[src/rtl/ks_pkg.sv]
// ks_pkg: shared definitions for the multi-word Kogge-Stone add/subtract
// sequencer.
//   CHUNK_W  - width of one adder chunk (the 4-bit core width)
//   state_e  - controller FSM states
//   clog2()  - ceiling log2, used to size the chunk counter
package ks_pkg;

  localparam int CHUNK_W = 4;

  typedef enum logic [1:0] {
    ST_IDLE = 2'd0,
    ST_RUN  = 2'd1,
    ST_DONE = 2'd2
  } state_e;

  // Ceiling log2 with a floor of 1, so a counter is always at least one bit wide.
  function automatic int clog2(input int value);
    int res;
    res = 1;
    for (int i = 1; i < 31; i++) begin
      if ((32'sd1 <<< i) < value) begin
        res = i + 1;
      end else begin
        res = res;
      end
    end
    return res;
  endfunction

endpackage

[src/rtl/ks_multiword_add_ctrl_core.sv]
// kogge_stone_4bit: purely combinational 4-bit Kogge-Stone adder.
// Ports:
//   a, b  in  [3:0]  addends
//   cin   in         carry-in
//   sum   out [3:0]  a + b + cin (mod 16)
//   cout  out        carry out of bit 3
module kogge_stone_4bit
  import ks_pkg::*;
(
  input  logic [CHUNK_W-1:0] a,
  input  logic [CHUNK_W-1:0] b,
  input  logic               cin,
  output logic [CHUNK_W-1:0] sum,
  output logic               cout
);

  logic [CHUNK_W-1:0] g_s;
  logic [CHUNK_W-1:0] p_s;
  logic [CHUNK_W-1:0] g1_s;
  logic [CHUNK_W-1:0] p1_s;
  logic [CHUNK_W-1:0] g2_s;
  logic [CHUNK_W-1:0] p2_s;
  logic [CHUNK_W:0]   c_s;

  assign g_s = a & b;
  assign p_s = a ^ b;

  // Prefix level 1: span 2.
  assign g1_s[0] = g_s[0];
  assign p1_s[0] = p_s[0];
  assign g1_s[1] = g_s[1] | (p_s[1] & g_s[0]);
  assign p1_s[1] = p_s[1] & p_s[0];
  assign g1_s[2] = g_s[2] | (p_s[2] & g_s[1]);
  assign p1_s[2] = p_s[2] & p_s[1];
  assign g1_s[3] = g_s[3] | (p_s[3] & g_s[2]);
  assign p1_s[3] = p_s[3] & p_s[2];

  // Prefix level 2: span 4, giving group (G,P) from bit 0 up to each bit.
  assign g2_s[0] = g1_s[0];
  assign p2_s[0] = p1_s[0];
  assign g2_s[1] = g1_s[1];
  assign p2_s[1] = p1_s[1];
  assign g2_s[2] = g1_s[2] | (p1_s[2] & g1_s[0]);
  assign p2_s[2] = p1_s[2] & p1_s[0];
  assign g2_s[3] = g1_s[3] | (p1_s[3] & g1_s[1]);
  assign p2_s[3] = p1_s[3] & p1_s[1];

  // Carry-in folds in after the prefix tree: c[i+1] = G[i:0] | P[i:0]&cin.
  assign c_s[0] = cin;
  assign c_s[1] = g2_s[0] | (p2_s[0] & cin);
  assign c_s[2] = g2_s[1] | (p2_s[1] & cin);
  assign c_s[3] = g2_s[2] | (p2_s[2] & cin);
  assign c_s[4] = g2_s[3] | (p2_s[3] & cin);

  assign sum  = p_s ^ c_s[CHUNK_W-1:0];
  assign cout = c_s[CHUNK_W];

endmodule

[src/rtl/ks_multiword_add_ctrl.sv]
// ks_multiword_add_ctrl: performs W = 4*WORDS bit add/subtract by stepping a
// single 4-bit Kogge-Stone core over the operands, LSB chunk first, with the
// carry registered between chunks.
// Ports:
//   clk, rst              clock, synchronous active-high reset
//   req_valid/req_ready   request handshake
//   req_a, req_b [W]      operands
//   req_cin               carry-in (ignored when req_sub=1)
//   req_sub               1 = A - B, 0 = A + B
//   rsp_valid/rsp_ready   response handshake
//   rsp_sum [W]           result (held until handshake, kept afterwards)
//   rsp_cout              carry out of MSB (subtract: 1 = no borrow)
//   rsp_ovf               two's-complement overflow
//   busy                  high while an operation is in RUN or DONE
module ks_multiword_add_ctrl
  import ks_pkg::*;
#(
  parameter int WORDS = 4
) (
  input  logic                       clk,
  input  logic                       rst,
  input  logic                       req_valid,
  output logic                       req_ready,
  input  logic [CHUNK_W*WORDS-1:0]   req_a,
  input  logic [CHUNK_W*WORDS-1:0]   req_b,
  input  logic                       req_cin,
  input  logic                       req_sub,
  output logic                       rsp_valid,
  input  logic                       rsp_ready,
  output logic [CHUNK_W*WORDS-1:0]   rsp_sum,
  output logic                       rsp_cout,
  output logic                       rsp_ovf,
  output logic                       busy
);

  localparam int W     = CHUNK_W * WORDS;
  localparam int CNT_W = clog2(WORDS);
  localparam logic [CNT_W-1:0] LAST_CNT = CNT_W'(WORDS - 1);

  state_e             state_q, state_d;
  logic [W-1:0]       a_sh_q, a_sh_d;
  logic [W-1:0]       b_sh_q, b_sh_d;
  // Only the lower WORDS-1 chunks need storing; the top chunk comes straight
  // from the core on the final edge.
  logic [W-CHUNK_W-1:0] sum_sh_q, sum_sh_d;
  logic               carry_q, carry_d;
  logic [CNT_W-1:0]   cnt_q, cnt_d;
  logic [W-1:0]       rsp_sum_q, rsp_sum_d;
  logic               rsp_cout_q, rsp_cout_d;
  logic               rsp_ovf_q, rsp_ovf_d;
  logic               req_ready_q, req_ready_d;
  logic               rsp_valid_q, rsp_valid_d;
  logic               busy_q, busy_d;

  logic [CHUNK_W-1:0] core_sum_s;
  logic               core_cout_s;
  logic [W-1:0]       sum_cat_s;

  kogge_stone_4bit u_core (
    .a    (a_sh_q[CHUNK_W-1:0]),
    .b    (b_sh_q[CHUNK_W-1:0]),
    .cin  (carry_q),
    .sum  (core_sum_s),
    .cout (core_cout_s)
  );

  // New chunk enters at the top; after the last chunk this is the full result.
  assign sum_cat_s = {core_sum_s, sum_sh_q};

  // Next-state, datapath update and registered-output decode.
  always_comb begin
    state_d    = state_q;
    a_sh_d     = a_sh_q;
    b_sh_d     = b_sh_q;
    sum_sh_d   = sum_sh_q;
    carry_d    = carry_q;
    cnt_d      = cnt_q;
    rsp_sum_d  = rsp_sum_q;
    rsp_cout_d = rsp_cout_q;
    rsp_ovf_d  = rsp_ovf_q;

    case (state_q)
      ST_IDLE: begin
        if (req_valid && req_ready_q) begin
          a_sh_d  = req_a;
          b_sh_d  = req_sub ? ~req_b : req_b;
          carry_d = req_sub ? 1'b1 : req_cin;
          cnt_d   = '0;
          state_d = ST_RUN;
        end else begin
          state_d = ST_IDLE;
        end
      end
      ST_RUN: begin
        sum_sh_d = sum_cat_s[W-1:CHUNK_W];
        a_sh_d   = a_sh_q >> CHUNK_W;
        b_sh_d   = b_sh_q >> CHUNK_W;
        carry_d  = core_cout_s;
        cnt_d    = cnt_q + CNT_W'(1);
        if (cnt_q == LAST_CNT) begin
          // a_sh/b_sh bit 3 are the operand MSBs here (b already inverted for sub).
          rsp_sum_d  = sum_cat_s;
          rsp_cout_d = core_cout_s;
          rsp_ovf_d  = a_sh_q[CHUNK_W-1] ^ b_sh_q[CHUNK_W-1]
                     ^ core_sum_s[CHUNK_W-1] ^ core_cout_s;
          state_d    = ST_DONE;
        end else begin
          state_d = ST_RUN;
        end
      end
      ST_DONE: begin
        if (rsp_ready) begin
          state_d = ST_IDLE;
        end else begin
          state_d = ST_DONE;
        end
      end
      default: begin
        state_d = ST_IDLE;
      end
    endcase

    req_ready_d = (state_d == ST_IDLE);
    rsp_valid_d = (state_d == ST_DONE);
    busy_d      = (state_d != ST_IDLE);
  end

  // State, datapath and output registers with synchronous reset.
  always_ff @(posedge clk) begin
    if (rst) begin
      state_q     <= ST_IDLE;
      a_sh_q      <= '0;
      b_sh_q      <= '0;
      sum_sh_q    <= '0;
      carry_q     <= 1'b0;
      cnt_q       <= '0;
      rsp_sum_q   <= '0;
      rsp_cout_q  <= 1'b0;
      rsp_ovf_q   <= 1'b0;
      req_ready_q <= 1'b1;
      rsp_valid_q <= 1'b0;
      busy_q      <= 1'b0;
    end else begin
      state_q     <= state_d;
      a_sh_q      <= a_sh_d;
      b_sh_q      <= b_sh_d;
      sum_sh_q    <= sum_sh_d;
      carry_q     <= carry_d;
      cnt_q       <= cnt_d;
      rsp_sum_q   <= rsp_sum_d;
      rsp_cout_q  <= rsp_cout_d;
      rsp_ovf_q   <= rsp_ovf_d;
      req_ready_q <= req_ready_d;
      rsp_valid_q <= rsp_valid_d;
      busy_q      <= busy_d;
    end
  end

  assign req_ready = req_ready_q;
  assign rsp_valid = rsp_valid_q;
  assign busy      = busy_q;
  assign rsp_sum   = rsp_sum_q;
  assign rsp_cout  = rsp_cout_q;
  assign rsp_ovf   = rsp_ovf_q;

endmodule

[config.mk]
export PLATFORM = sky130hd
export DESIGN_NAME = ks_multiword_add_ctrl
export DESIGN_NICKNAME = d
export VERILOG_FILES = /design/src/rtl/ks_pkg.sv /design/src/rtl/ks_multiword_add_ctrl_core.sv /design/src/rtl/ks_multiword_add_ctrl.sv
export SDC_FILE = /design/constraint.sdc
export NUM_CORES = 1
export LEC_CHECK = 0
export ABC_CLOCK_PERIOD_IN_PS = 1690
export CAP_MARGIN = 40
export CORE_MARGIN = 2
export CORE_UTILIZATION = 26
export DETAILED_ROUTE_END_ITERATION = 8
export PLACE_DENSITY = 0.46
export SLEW_MARGIN = 0
export SYNTH_ARGS = -nofsm -noshare
export SYNTH_HDL_FRONTEND = slang
export SYNTH_HIERARCHICAL = 1
export SYNTH_SLANG_ARGS = --single-unit
[constraint.sdc]
create_clock -name clk -period 1.69 [get_ports clk]
set_input_delay 0.2535 -clock clk [delete_from_list [all_inputs] [get_ports clk]]
set_output_delay 0.2535 -clock clk [all_outputs]
set_load 0.03 [all_outputs]
## Word level (Yosys, flattened, before mapping)

Index checks and enable logic that the tools add are counted.

- Bits in latches: 0
- Bits in registers: 70
- Word-level logic and storage cells: 69
- Bits of input ports: 38
- Memory bits (writable): 0
- Output and inout port bits: 21
- Memory bits (read-only): 0
- Memories kept: 0

- Reductions and logical operators: 7
- $lt $le $gt $ge: 0
- Multiplexer cells: 14
- Div/mod/pow operators: 0
- Add/subtract/negate cells: 1
- Shift-type cells: 0
- Bitwise gates (word level): 30
- Eq/ne operators: 5
- $mul: 0

Operators by type and width:

| operator | count |
|---|---|
| $pmux 16 s2 | 2 |
| $mux 16 | 3 |
| $not 16->16 | 1 |
| $and 1x1->1 | 14 |
| $or 1x1->1 | 9 |
| $xor 4x4->4 | 2 |
| $eq 2x2->1 const B | 3 |
| $mux 2 | 3 |
| $pmux 2 s3 | 1 |
| $and 4x4->4 | 1 |
| $logic_not 2->1 | 2 |
| $pmux 2 s2 | 1 |
| $reduce_and 2->1 | 2 |
| $reduce_bool 2->1 | 2 |
| $mux 1 | 3 |
| $xor 1x1->1 | 3 |
| $add 2x1->2 const B | 1 |
| $eq 2x1->1 const B | 1 |
| $ne 2x2->1 const B | 1 |
| $pmux 1 s2 | 1 |
| $logic_and 1x1->1 | 1 |

## Logic depth before layout (Yosys ltp)

Gate-level depths: netlist (run 1).

- Word-level depth: 8
- Mapped depth: 7

## By module

The synthesis (run 1) kept the hierarchy.

By module, submodules not included:

| module | times used | area an instance (um^2) | cells each | seq. area each (um^2) |
|---|---|---|---|---|
| ks_multiword_add_ctrl | 1 | 2,827.7 | 340 | 1,401.3 |
| kogge_stone_4bit | 1 | 132.6 | 13 | 0.0 |

## Worst setup path after synthesis (run 1)

OpenSTA, ideal clock, no wires.

- Path kind: register to register
- From: register a_sh_q[0]
- To: register rsp_ovf_q (netlist: rsp_ovf)
- Arrival time: 1.666 ns
- Slack: -0.062 ns
- Data required time: 1.604 ns
- Buffers on the path: 0
- Setup time: 0.086 ns
- Period minus slack after synthesis: 1.752 ns
- Cell stages (with the launch flop): 8
- Cell sequence: dfxtp_1 > ha_1 > a21o_1 > a31o_1 > xor2_1 > xnor2_1 > xnor2_1 > a211oi_1

- Cells in the longest elaborated chain, start to end: 7
- Elaborated cells between the ends (all ways): 18

Ends and longest elaborated chain:

| what | RTL line | RTL |
|---|---|---|
| start: declaration | ks_multiword_add_ctrl.sv:41 | `logic [W-1:0] a_sh_q, a_sh_d;` |
| start signal: assignment | ks_multiword_add_ctrl.sv:145 | `a_sh_q <= a_sh_d;` |
| $and 4x4->4 or $xor 4x4->4 (tied branches) | ks_multiword_add_ctrl_core.sv:25, ks_multiword_add_ctrl_core.sv:26 |  |
| $and 1x1->1 (on tied branches) | ks_multiword_add_ctrl_core.sv:43, ks_multiword_add_ctrl_core.sv:44 |  |
| $or 1x1->1 or $and 1x1->1 (tied branches) | ks_multiword_add_ctrl_core.sv:43, ks_multiword_add_ctrl_core.sv:52 |  |
| $or 1x1->1 (*) | ks_multiword_add_ctrl_core.sv:52 | `assign c_s[3] = g2_s[2] \| (p2_s[2] & cin);` |
| $xor 4x4->4 (*) | ks_multiword_add_ctrl_core.sv:55 | `assign sum = p_s ^ c_s[CHUNK_W-1:0];` |
| net core_sum_s[3] | ks_multiword_add_ctrl.sv:55 | `logic [CHUNK_W-1:0] core_sum_s;` |
| $xor 1x1->1 (*) (2 in series) | ks_multiword_add_ctrl.sv:105 | `^ core_sum_s[CHUNK_W-1] ^ core_cout_s;` |
| end signal: assignment | ks_multiword_add_ctrl.sv:152 | `rsp_ovf_q <= rsp_ovf_d;` |
| end: declaration | ks_multiword_add_ctrl.sv:50 | `logic rsp_ovf_q, rsp_ovf_d;` |

Mark *: on every way through the listed nets, which the timed path passes. The rest lies on a longest branch.
A chain may end at the register's enable or synchronous reset.

## Final worst setup path (run 1)

- From: register a_sh_q[0]
- To: register rsp_ovf_q (netlist: rsp_ovf)

- Cells in the longest elaborated chain, start to end: 7
- Elaborated cells between the ends (all ways): 18

Ends and longest elaborated chain:

| what | RTL line | RTL |
|---|---|---|
| $and 4x4->4 | ks_multiword_add_ctrl_core.sv:25 | `assign g_s = a & b;` |
| $and 1x1->1 | ks_multiword_add_ctrl_core.sv:31 | `assign g1_s[1] = g_s[1] \| (p_s[1] & g_s[0]);` |
| $or 1x1->1 | ks_multiword_add_ctrl_core.sv:31 |  |
| $and 1x1->1 | ks_multiword_add_ctrl_core.sv:45 | `assign g2_s[3] = g1_s[3] \| (p1_s[3] & g1_s[1]);` |
| $or 1x1->1 | ks_multiword_add_ctrl_core.sv:45 |  |
| $or 1x1->1 (*) | ks_multiword_add_ctrl_core.sv:53 | `assign c_s[4] = g2_s[3] \| (p2_s[3] & cin);` |
| net core_cout_s | ks_multiword_add_ctrl.sv:56 | `logic core_cout_s;` |
| $xor 1x1->1 (*) | ks_multiword_add_ctrl.sv:105 |  |

Marks and branches as above.

==> results of run 1 <==
[cell usage after synthesis, types with 2 or more instances]
| cell type | count |
|---|---|
| ha_1 | 5 |
| buf_2 | 15 |
| xnor2_1 | 6 |
| a31oi_1 | 2 |
| nand2b_1 | 2 |
| nand2_1 | 91 |
| nand3_1 | 21 |
| a311oi_1 | 12 |
| a22oi_1 | 12 |
| clkbuf_1 | 10 |
| xor2_1 | 16 |
| a21oi_1 | 52 |
| buf_4 | 2 |
| buf_6 | 2 |
| dfxtp_1 | 70 |
| nor2_1 | 17 |
| a21o_1 | 3 |
[tightest hold or removal path, stage by stage]
cell and delay, ps:
buf_2 110, buf_12 200, a21oi_1 130
[timing repair]
item,CTS,global route
buffers inserted,2,1
hold buffers,0,0
gates resized for setup,7,4
pin swaps,8,7
setup endpoints to repair,1,2
[where the power goes]
group / internal, W / total (W) / switching, W
sequential: 0.00175 / 0.00182 / 0.0000676
clock: 0.00114 / 0.00185 / 0.000711
combinational: 0.000342 / 0.000691 / 0.000349
total: 0.00323 / 0.00436 / 0.00113
[stage by stage]
stage               setup slack (ps)  area (sq um)  power, W  setup TNS (ps)
floorplan                      10.42          2968  0.002242               0
global placement              -11.77          3782  0.002517          -11.77
detailed placement            -91.30          3782  0.002524          -100.4
CTS                           -101.3          4126  0.004426          -101.3
global route                  -63.79          4151  0.004596          -74.57
finish                         1.476          4151  0.004361               0
[routing by layer]
metal	GRT usage	share of wire	wire, um
met1	0.1759	0.51	3767
met2	0.1836	0.44	3230
met3	0.04155	0.043	318
met4	0.04250	0.0088	65
met5	0	0	0
[flip-flops by register name, summed over array words and instances (netlist names)]
name,flops
cnt_q,2
sum_sh_q,12
rsp_cout,1
a_sh_q,16
req_ready,1
busy,1
carry_q,1
rsp_ovf,1
b_sh_q,16
state_q,2
rsp_sum,16
rsp_valid,1
[worst min path at each step]
stage                 end  slack [ps]  cells past startpoint
2_1_floorplan  a_sh_q[12]         390                      2
3_3_place_gp   rsp_sum[6]         440                      2
3_5_place_dp   rsp_sum[3]         450                      2
4_1_cts        state_q[0]         400                      3
5_1_grt         b_sh_q[8]         420                      3
6_report       b_sh_q[12]         410                      3
[kinds of logic (layout without fill, tap and decap cells)]
family | count (synthesis) | in the layout | synth area share
compound gates | 88 | 88 | 0.1868
simple gates | 136 | 136 | 0.1923
xor+xnor | 22 | 22 | 0.06509
fa+ha+maj | 6 | 6 | 0.02790
flops | 70 | 70 | 0.4734
buf+inv | 31 | 98 | 0.05452
[cell usage in the layout, fill, tap and decap left out, types with 2 or more instances in the layout]
cell	count
ha_4	2
clkinv_2	3
buf_4	18
clkdlybuf4s50_1	56
ha_1	3
clkbuf_16	9
dfxtp_1	66
buf_12	5
xor2_1	15
a21o_1	3
a31oi_1	2
dfxtp_2	4
a21oi_1	52
nand2_1	90
a311oi_1	12
nor2_1	17
nand3_1	21
a22oi_1	12
clkinv_4	2
xnor2_1	5
[final cells by class]
type,instances,area [sq um],share of cell area
repair buffers,82,824.5,0.1986
clock inverters,6,62.56,0.01507
well taps,140,175.2,0.04219
flip-flops and latches,70,1406,0.3388
clock buffers,10,229.0,0.05515
multi-input cells,252,1454,0.3502
==> summary.txt, run 1 <==
Global routing
  – Tot GR Track Use: 0.1264
  – Largest net degree at the start of global routing: 71
  – Vias in the first global route: 2492
  – Grt ovf: 0
  – Initial antenna violation count: 0
  – First-pass GRT wire length: 12410 um

Synthesis
  – EDFF count, synth: 0
  – Synth Flop Type: dfxtp_1
  – Top cells by area, synth: dfxtp_1, nand2_1, a21oi_1
  – Top-area cell type share of the netlist area: 0.4734
  – Ys Warns: 6
  – Synth async-reset ratio: 0
  – Seq/Total Area, Yosys: 0.4734
  – Synthesized area: 2960 sq um
  – Yosys top cell by area: dfxtp_1
  – Syn_nets: 397
  – Syn Inst Count: 353
  – Syn Area/Cell: 8.386 sq um
  – FF+latch count, synth: 70
  – Post-synth cell types: 32

Clock tree
  – Skew-Pair Late Insertion Delay: 330 ps
  – Clock transition at path regs: 60 ps
  – CTS Buf Count: 9
  – Clk root buf: clkbuf_16
  – Max H-tree Level: 3
  – TritonCTS clock tree: built
  – CTS max path bufs: 2
  – # clock sinks: 70

Timing
  – RSZ-0062 raised after global routing: yes
  – Final period utilization: 0.9991
  – Skew final: 6.810 ps
  – Achievable Freq: 0.5922 GHz
  – Hold Vio Cnt, Final: 0
  – WHS: 407.9 ps
  – Final setup fails: 0
  – Min Tclk post-route: 1689 ps
  – Relative slew slack: 0.7808
  – Slew @ Worst Pin: 328.7 ps
  – Max Slew Vio Count: 0

Status
  – Status: finished, final reports clean

Worst setup path
  – RR Startpoint: a_sh_q[0]
  – Crit. End Element: flop
  – Crit Path Class: reg -> reg
  – Crit path capture: rsp_ovf
  – R2R depth: 7
  – Crit path arrival time: 1930 ps
  – Critical path, cell by cell: ha_4 -> a21o_1 -> a31o_4 -> a21o_1 -> xnor2_2 -> xnor2_1 -> a211oi_1
  – Worst Path Max Fanout: 2
  – Crit. path cell count: 7
  – WP buf/inv: 0
  – Flop-to-flop setup slack: 1 ps
  – Setup crit start kind: flop
  – CP top delay family: compound AO/OA/AOI/OAI gates
  – Worst path most repeated cell: a21o_1
  – FF-to-FF End: rsp_ovf
  – Slowest-stage cell, CP: dfxtp_2
  – Crit-path max cell delay: 330 ps
  – CP Launch Point: a_sh_q[0]
  – Data required, critical path: 1930 ps

Layout
  – Ratio of cells with drive above 1 in the final layout: 0.1286
  – Final net count: 459
  – Synth-to-layout area growth: 40.24%
  – N_diodes: 0
  – Fill count: 1139
  – Final core occ: 0.3780
  – Post-Layout Cell Count: 560

Power and ir drop
  – Maximum vdd ir drop: 458.3 uV
  – Pwr dens: 1051 nW/um^2
  – P_leak: 1.522 nW

Run
  – Max-Cap Viols: 0

Floorplanning
  – Io pins: 59
  – DIE WIDTH: 110.7 um
  – Core Footprint: 10980 sq um
  – Initial Util: 0.2695
  – FP Rows: 38
  – DIE AREA: 12260 sq um
  – Die height: 110.7 um

Route
  – Drt initial violations: 115
  – DRT Wirelength: 7381 um
  – Vias: 2585
  – Pre-antenna DRT Iters: 6
  – DRC viols: 0
  – Antenna Nets Post-Route: 0
  – Drt wl/cell: 13.18 um
  – Vias per inst: 4.616

Placement
  – Final GP Congestion: 0.7136
  – Inst Count DP: 541
  – Port Buf Inserts: 58
  – DP Wirelength: 4996 um

Min path
  – Hold Crit Class: in -> reg
  – Hold path start: rst
Note: power is estimated with default switching activity, not from simulation.
==> run 2: changes to the inputs <==
--- a/config.mk
+++ b/config.mk
@@ -11,8 +11,7 @@
 export CORE_UTILIZATION = 26
 export DETAILED_ROUTE_END_ITERATION = 8
 export PLACE_DENSITY = 0.46
-export SLEW_MARGIN = 0
+export SLEW_MARGIN = 20
 export SYNTH_ARGS = -nofsm -noshare
 export SYNTH_HDL_FRONTEND = slang
-export SYNTH_HIERARCHICAL = 1
 export SYNTH_SLANG_ARGS = --single-unit
==> run 2 against run 1 <==
Effect of this change: cell area fell by 1.3%; register-to-register slack better by 120 ps; maximum frequency is 5.1% higher; largest cell class is now sequential cells; sequential power about the same; wire length down 6.0%; critical endpoint is now rsp_ovf; sequential share of layout area up 0.32 points.
==> summary.txt, run 2 <==
Floorplanning
  – Core Footprint: 10980 sq um
  – DIE WIDTH: 110.6 um
  – DIE AREA: 12240 sq um
  – Die height: 110.6 um
  – FP Rows: 38
  – Initial Util: 0.2692
  – Io pins: 59

Layout
  – Post-Layout Cell Count: 561
  – Synth-to-layout area growth: 38.59%
  – Most common cell after layout, fill and taps aside: nand2_1
  – Commonest non-fill, non-tap cells in the layout: nand2_1, dfxtp_1, nor2_1
  – N_diodes: 0
  – Final net count: 460
  – Ratio of cells with drive above 1 in the final layout: 0.1093

Synthesis
  – Synth Flop Type: dfxtp_1
  – Most common cell in the netlist: nand2_1
  – Synthesized area: 2957 sq um
  – Ys Warns: 0
  – EDFF count, synth: 0
  – Seq/Total Area, Yosys: 0.4740
  – Top cells by area, synth: dfxtp_1, nand2_1, nor2_1
  – Syn Area/Cell: 8.328 sq um
  – Syn_nets: 399
  – FF+latch count, synth: 70
  – Top-area cell type share of the netlist area: 0.4740
  – Synth async-reset ratio: 0
  – Most instantiated cells after synthesis: nand2_1, dfxtp_1, nor2_1
  – Post-synth cell types: 38
  – Syn Inst Count: 355
  – Yosys top cell by area: dfxtp_1

Clock tree
  – Skew-Pair Late Insertion Delay: 330 ps
  – Max H-tree Level: 3
  – CTS max path bufs: 2
  – CTS Buf Count: 9
  – TritonCTS clock tree: built
  – # hold bufs at CTS: 0
  – Clock transition at path regs: 50 ps
  – Clk root buf: clkbuf_16
  – # clock sinks: 70

Route
  – Drt wl/cell: 12.36 um
  – Drt initial violations: 87
  – Pre-antenna DRT Iters: 4
  – DRC viols: 0
  – Antenna Nets Post-Route: 0
  – Vias: 2488
  – DRT Wirelength: 6935 um
  – Vias per inst: 4.435

Power and ir drop
  – Maximum vdd ir drop: 511.8 uV
  – Pwr dens: 1151 nW/um^2
  – Power share of the clock group: 0.471
  – Logic pwr share: 0.141
  – Cell Int Power: 0.003606 W
  – NetSw: 0.001109 W
  – Seq pwr share: 0.388
  – P_leak: 1.482 nW
  – Net switching fraction of the power: 0.2353

Global routing
  – First-pass GRT wire length: 11930 um
  – Initial antenna violation count: 0
  – Grt ovf: 0
  – Vias in the first global route: 2512
  – Largest net degree at the start of global routing: 27
  – Tot GR Track Use: 0.1201

Timing
  – Final period utilization: 0.9507
  – WHS: 241.3 ps
  – Final setup fails: 0
  – Min Tclk post-route: 1607 ps
  – Fin Setup TNS: 0 ps
  – Skew final: 8.102 ps
  – Achievable Freq: 0.6224 GHz
  – Hold Vio Cnt, Final: 0
  – Relative slew slack: 0.6965
  – RSZ-0062 raised after global routing: no
  – Slew @ Worst Pin: 455.3 ps
  – Max Slew Vio Count: 0

Worst setup path
  – Crit. End Element: output pin
  – Crit Path Class: reg -> out
  – Critical path, cell by cell: clkdlybuf4s50_1
  – CP top delay family: buffers and inverters
  – Crit-path max cell delay: 680 ps
  – Data required, critical path: 1440 ps
  – Worst Path Max Fanout: 2
  – Setup crit start kind: flop
  – Crit path arrival time: 1350 ps
  – Slowest-stage cell, CP: clkdlybuf4s50_1
  – WP buf/inv: 1

Run
  – Max-Cap Viols: 0

Min path
  – Hold Crit Class: in -> reg

Status
  – Status: finished, final reports clean

Placement
  – DP Wirelength: 5033 um
  – Final GP Congestion: 0.7521
  – Port Buf Inserts: 58
  – Inst Count DP: 545
-- run 2: cell types whose count changed after synthesis, sizes merged, moves of 4 or more --
cell,delta
a221oi,+4
nand2,-15
a22oi,-12
nor4,+12
o211ai,+8
nand3,-19
xor2,-16
a311oi,-12
a211oi,+9
nor2,+42
a21oi,-12
xnor2,+12
-- run 2: cells by family after synthesis --
family,Yosys count,share of synthesized area
mux,1,0.003386
fa+ha+maj,6,0.02793
compound gates,71,0.1562
xor+xnor,18,0.05332
flops,70,0.4740
simple gates,160,0.2298
buf+inv,29,0.05543
-- run 2: layout make-up --
type	count	area, sq um
flip-flops and latches	70	1401
fillers	1146	6885
multi-input cells	256	1396
clock inverters	5	105.1
clock buffers	11	252.7
well taps	140	175.2
inverters	1	3.754
repair buffers	78	763.2
-- run 2: final timing paths --
kind                  endpoint  slack (ps)   startpoint  cells past startpoint
setup / recovery       rsp_ovf          80      rsp_ovf                      1
hold / removal     rsp_sum[14]         240          rst                      2
setup reg to reg  sum_sh_q[10]         120    a_sh_q[0]                      5
hold reg to reg     rsp_sum[2]         450  sum_sh_q[2]                      2
-- run 2: metrics by stage --
step	area (sq um)	setup WS [ps]	power, W	util
global placement	3735	93.29	0.002531	0.3401
CTS	4093	60.43	0.004774	0.3726
global route	4098	19.35	0.004950	0.3731
floorplan	2957	146.3	0.002282	-
finish	4098	83.28	0.004715	0.3731
detailed placement	3735	59.31	0.002537	0.3401
-- run 2: what timing repair did --
| item | CTS | global route |
|---|---|---|
| buffers inserted | 0 | 0 |
| resized for setup | 0 | 1 |
| endpoints found under the setup margin | 0 | 4 |
-- run 2: power by group through the flow --
stage / logic (W) / clock network (W) / registers, W
after floorplan: 0.000425 / 0 / 0.00186
after global placement: 0.000668 / 0 / 0.00186
after detailed placement: 0.000672 / 0 / 0.00186
after CTS: 0.000673 / 0.00227 / 0.00183
after global routing: 0.000753 / 0.00235 / 0.00184
final: 0.000666 / 0.00222 / 0.00183
-- run 2: routing by layer --
layer | routed length (um) | vias up | GRT usage
met2 | 3216 | 46 | 0.1959
li1 | - | 1319 | -
met1 | 3327 | 1116 | 0.1495
met4 | 80 | 0 | 0.03750
met5 | 0 | - | 0
met3 | 311 | 7 | 0.04061
==> run 3: changes to the inputs <==
--- a/config.mk
+++ b/config.mk
@@ -7,11 +7,10 @@
 export LEC_CHECK = 0
 export ABC_CLOCK_PERIOD_IN_PS = 1690
 export CAP_MARGIN = 40
-export CORE_MARGIN = 2
 export CORE_UTILIZATION = 26
 export DETAILED_ROUTE_END_ITERATION = 8
+export MAX_ROUTING_LAYER = met4
 export PLACE_DENSITY = 0.46
-export SLEW_MARGIN = 20
 export SYNTH_ARGS = -nofsm -noshare
 export SYNTH_HDL_FRONTEND = slang
 export SYNTH_SLANG_ARGS = --single-unit
==> run 3 against run 2 <==
Effect of this change: setup slack worse by 8.1 ps; maximum frequency down 0.50%; cell count down 0.18%; die area down 3.6%; clock skew about the same.
==> summary.txt, run 3 (synthesis gave the netlist of run 2 again) <==
Status
  – Status: finished, final reports clean

Layout
  – N_diodes: 0
  – Final instance area: 4126 sq um
  – Fill count: 1188
  – Synth-to-layout area growth: 39.57%
  – Final net count: 459
  – Commonest non-fill, non-tap cells in the layout: nand2_1, dfxtp_1, nor2_1
  – Final core occ: 0.3773
  – Ratio of cells with drive above 1 in the final layout: 0.1071
  – Most common cell after layout, fill and taps aside: nand2_1

Worst setup path
  – WP buf/inv: 1
  – CP top delay family: buffers and inverters
  – Slowest-stage cell, CP: clkdlybuf4s50_1
  – Critical path, cell by cell: clkdlybuf4s50_1
  – Crit-path max cell delay: 680 ps
  – Crit Path Class: reg -> out
  – CP Launch Point: req_ready
  – Setup crit start kind: flop
  – Crit path arrival time: 1360 ps
  – Worst Path Max Fanout: 3
  – RR Startpoint: a_sh_q[0]
  – Data required, critical path: 1440 ps
  – Crit. End Element: output pin

Timing
  – Slew @ Worst Pin: 420.7 ps
  – Relative slew slack: 0.7195
  – Skew final: 7.704 ps
  – Hold Vio Cnt, Final: 0
  – Max Slew Vio Count: 0
  – Min Tclk post-route: 1615 ps
  – Final period utilization: 0.9555
  – RSZ-0062 raised after global routing: no
  – WHS: 304.8 ps
  – Fin Setup TNS: 0 ps
  – Achievable Freq: 0.6193 GHz
  – Final setup fails: 0
  – Final worst slack: 75.20 ps

Clock tree
  – # hold bufs at CTS: 0
  – TritonCTS clock tree: built
  – CTS max path bufs: 2
  – # clock sinks: 70
  – Skew-Pair Late Insertion Delay: 320 ps
  – Clock transition at path regs: 60 ps
  – Max H-tree Level: 3
  – Clk root buf: clkbuf_16
  – CTS Buf Count: 9

Power and ir drop
  – NetSw: 0.001095 W
  – Logic pwr share: 0.139
  – Pwr dens: 1177 nW/um^2
  – Net switching fraction of the power: 0.2254
  – P_leak: 1.500 nW
  – Power share of the clock group: 0.484
  – Maximum vdd ir drop: 714.9 uV
  – Seq pwr share: 0.377
  – Cell Int Power: 0.003761 W

Route
  – DRT Wirelength: 7006 um
  – Drt initial violations: 90
  – Pre-antenna DRT Iters: 5
  – Drt wl/cell: 12.51 um
  – DRC viols: 0
  – Antenna Nets Post-Route: 0
  – Vias per inst: 4.461
  – Vias: 2498

Global routing
  – Largest net degree at the start of global routing: 37
  – Vias in the first global route: 2438
  – Tot GR Track Use: 0.1321
  – First-pass GRT wire length: 11620 um
  – Initial antenna violation count: 0
  – Grt ovf: 0

Floorplanning
  – Core Footprint: 10940 sq um
  – DIE AREA: 11800 sq um
  – Io pins: 59
  – FP Rows: 38
  – DIE WIDTH: 108.6 um
  – Die height: 108.6 um
  – Initial Util: 0.2704

Placement
  – DP Wirelength: 5076 um
  – Port Buf Inserts: 58
  – Final GP Congestion: 0.7374
  – Placed cell area: 3740 sq um
  – Place WS: 52.38 ps

Min path
  – Hold Crit Class: in -> reg
  – Hold path start: rst

Run
  – Max-Cap Viols: 0
run 3: changes by cell type in the layout (fill, tap and decap cells not counted), sizes merged:
cell,change
clkinvlp,-2
buf,-1
bufinv,+1
clkinv,+1
run 3: cell type report:
| type | count | area (sq um) | share of cell area |
|---|---|---|---|
| clock buffer | 11 | 252.7 | 0.06125 |
| clock inverter | 5 | 128.9 | 0.03123 |
| inverter | 1 | 3.754 | 0.0009096 |
| multi-input combinational | 256 | 1396 | 0.3384 |
| sequential | 70 | 1401 | 0.3396 |
| tap | 140 | 175.2 | 0.04245 |
| timing repair buffer | 77 | 768.2 | 0.1862 |
run 3: worst paths after layout:
check | to | depth (start not counted) | slack, ps
setup / recovery | req_ready | 1 | 80
hold / removal | a_sh_q[9] | 2 | 300
setup reg to reg | rsp_sum[14] | 5 | 150
hold reg to reg | rsp_sum[0] | 2 | 450
run 3: metrics by stage:
step,std cells,power (W)
global placement,544,0.002536
detailed placement,544,0.002545
finish,560,0.004856
floorplan,355,0.002282
global route,560,0.005092
CTS,560,0.004930
run 3: repair_timing:
item | CTS | global route
buffers inserted | 0 | 0
endpoints found under the setup margin | 0 | 4
hold endpoints to repair | 0 | 0
gates resized for setup | 0 | 1
run 3: power groups by stage:
stage                     clock network [W]  registers [W]  logic (W)
after floorplan                           0        0.00186   0.000425
after global placement                    0        0.00186   0.000673
after detailed placement                  0        0.00186   0.000680
after CTS                           0.00242        0.00183   0.000683
after global routing                0.00250        0.00185   0.000752
final                               0.00235        0.00183   0.000674
run 3: per-layer routing:
layer / global-route usage / wire [um] / up-vias
met4: 0.05502 / 109 / 0
li1: - / - / 1312
met3: 0.02690 / 200 / 8
met1: 0.1532 / 3293 / 1135
met5: - / 0 / -
met2: 0.2220 / 3402 / 43
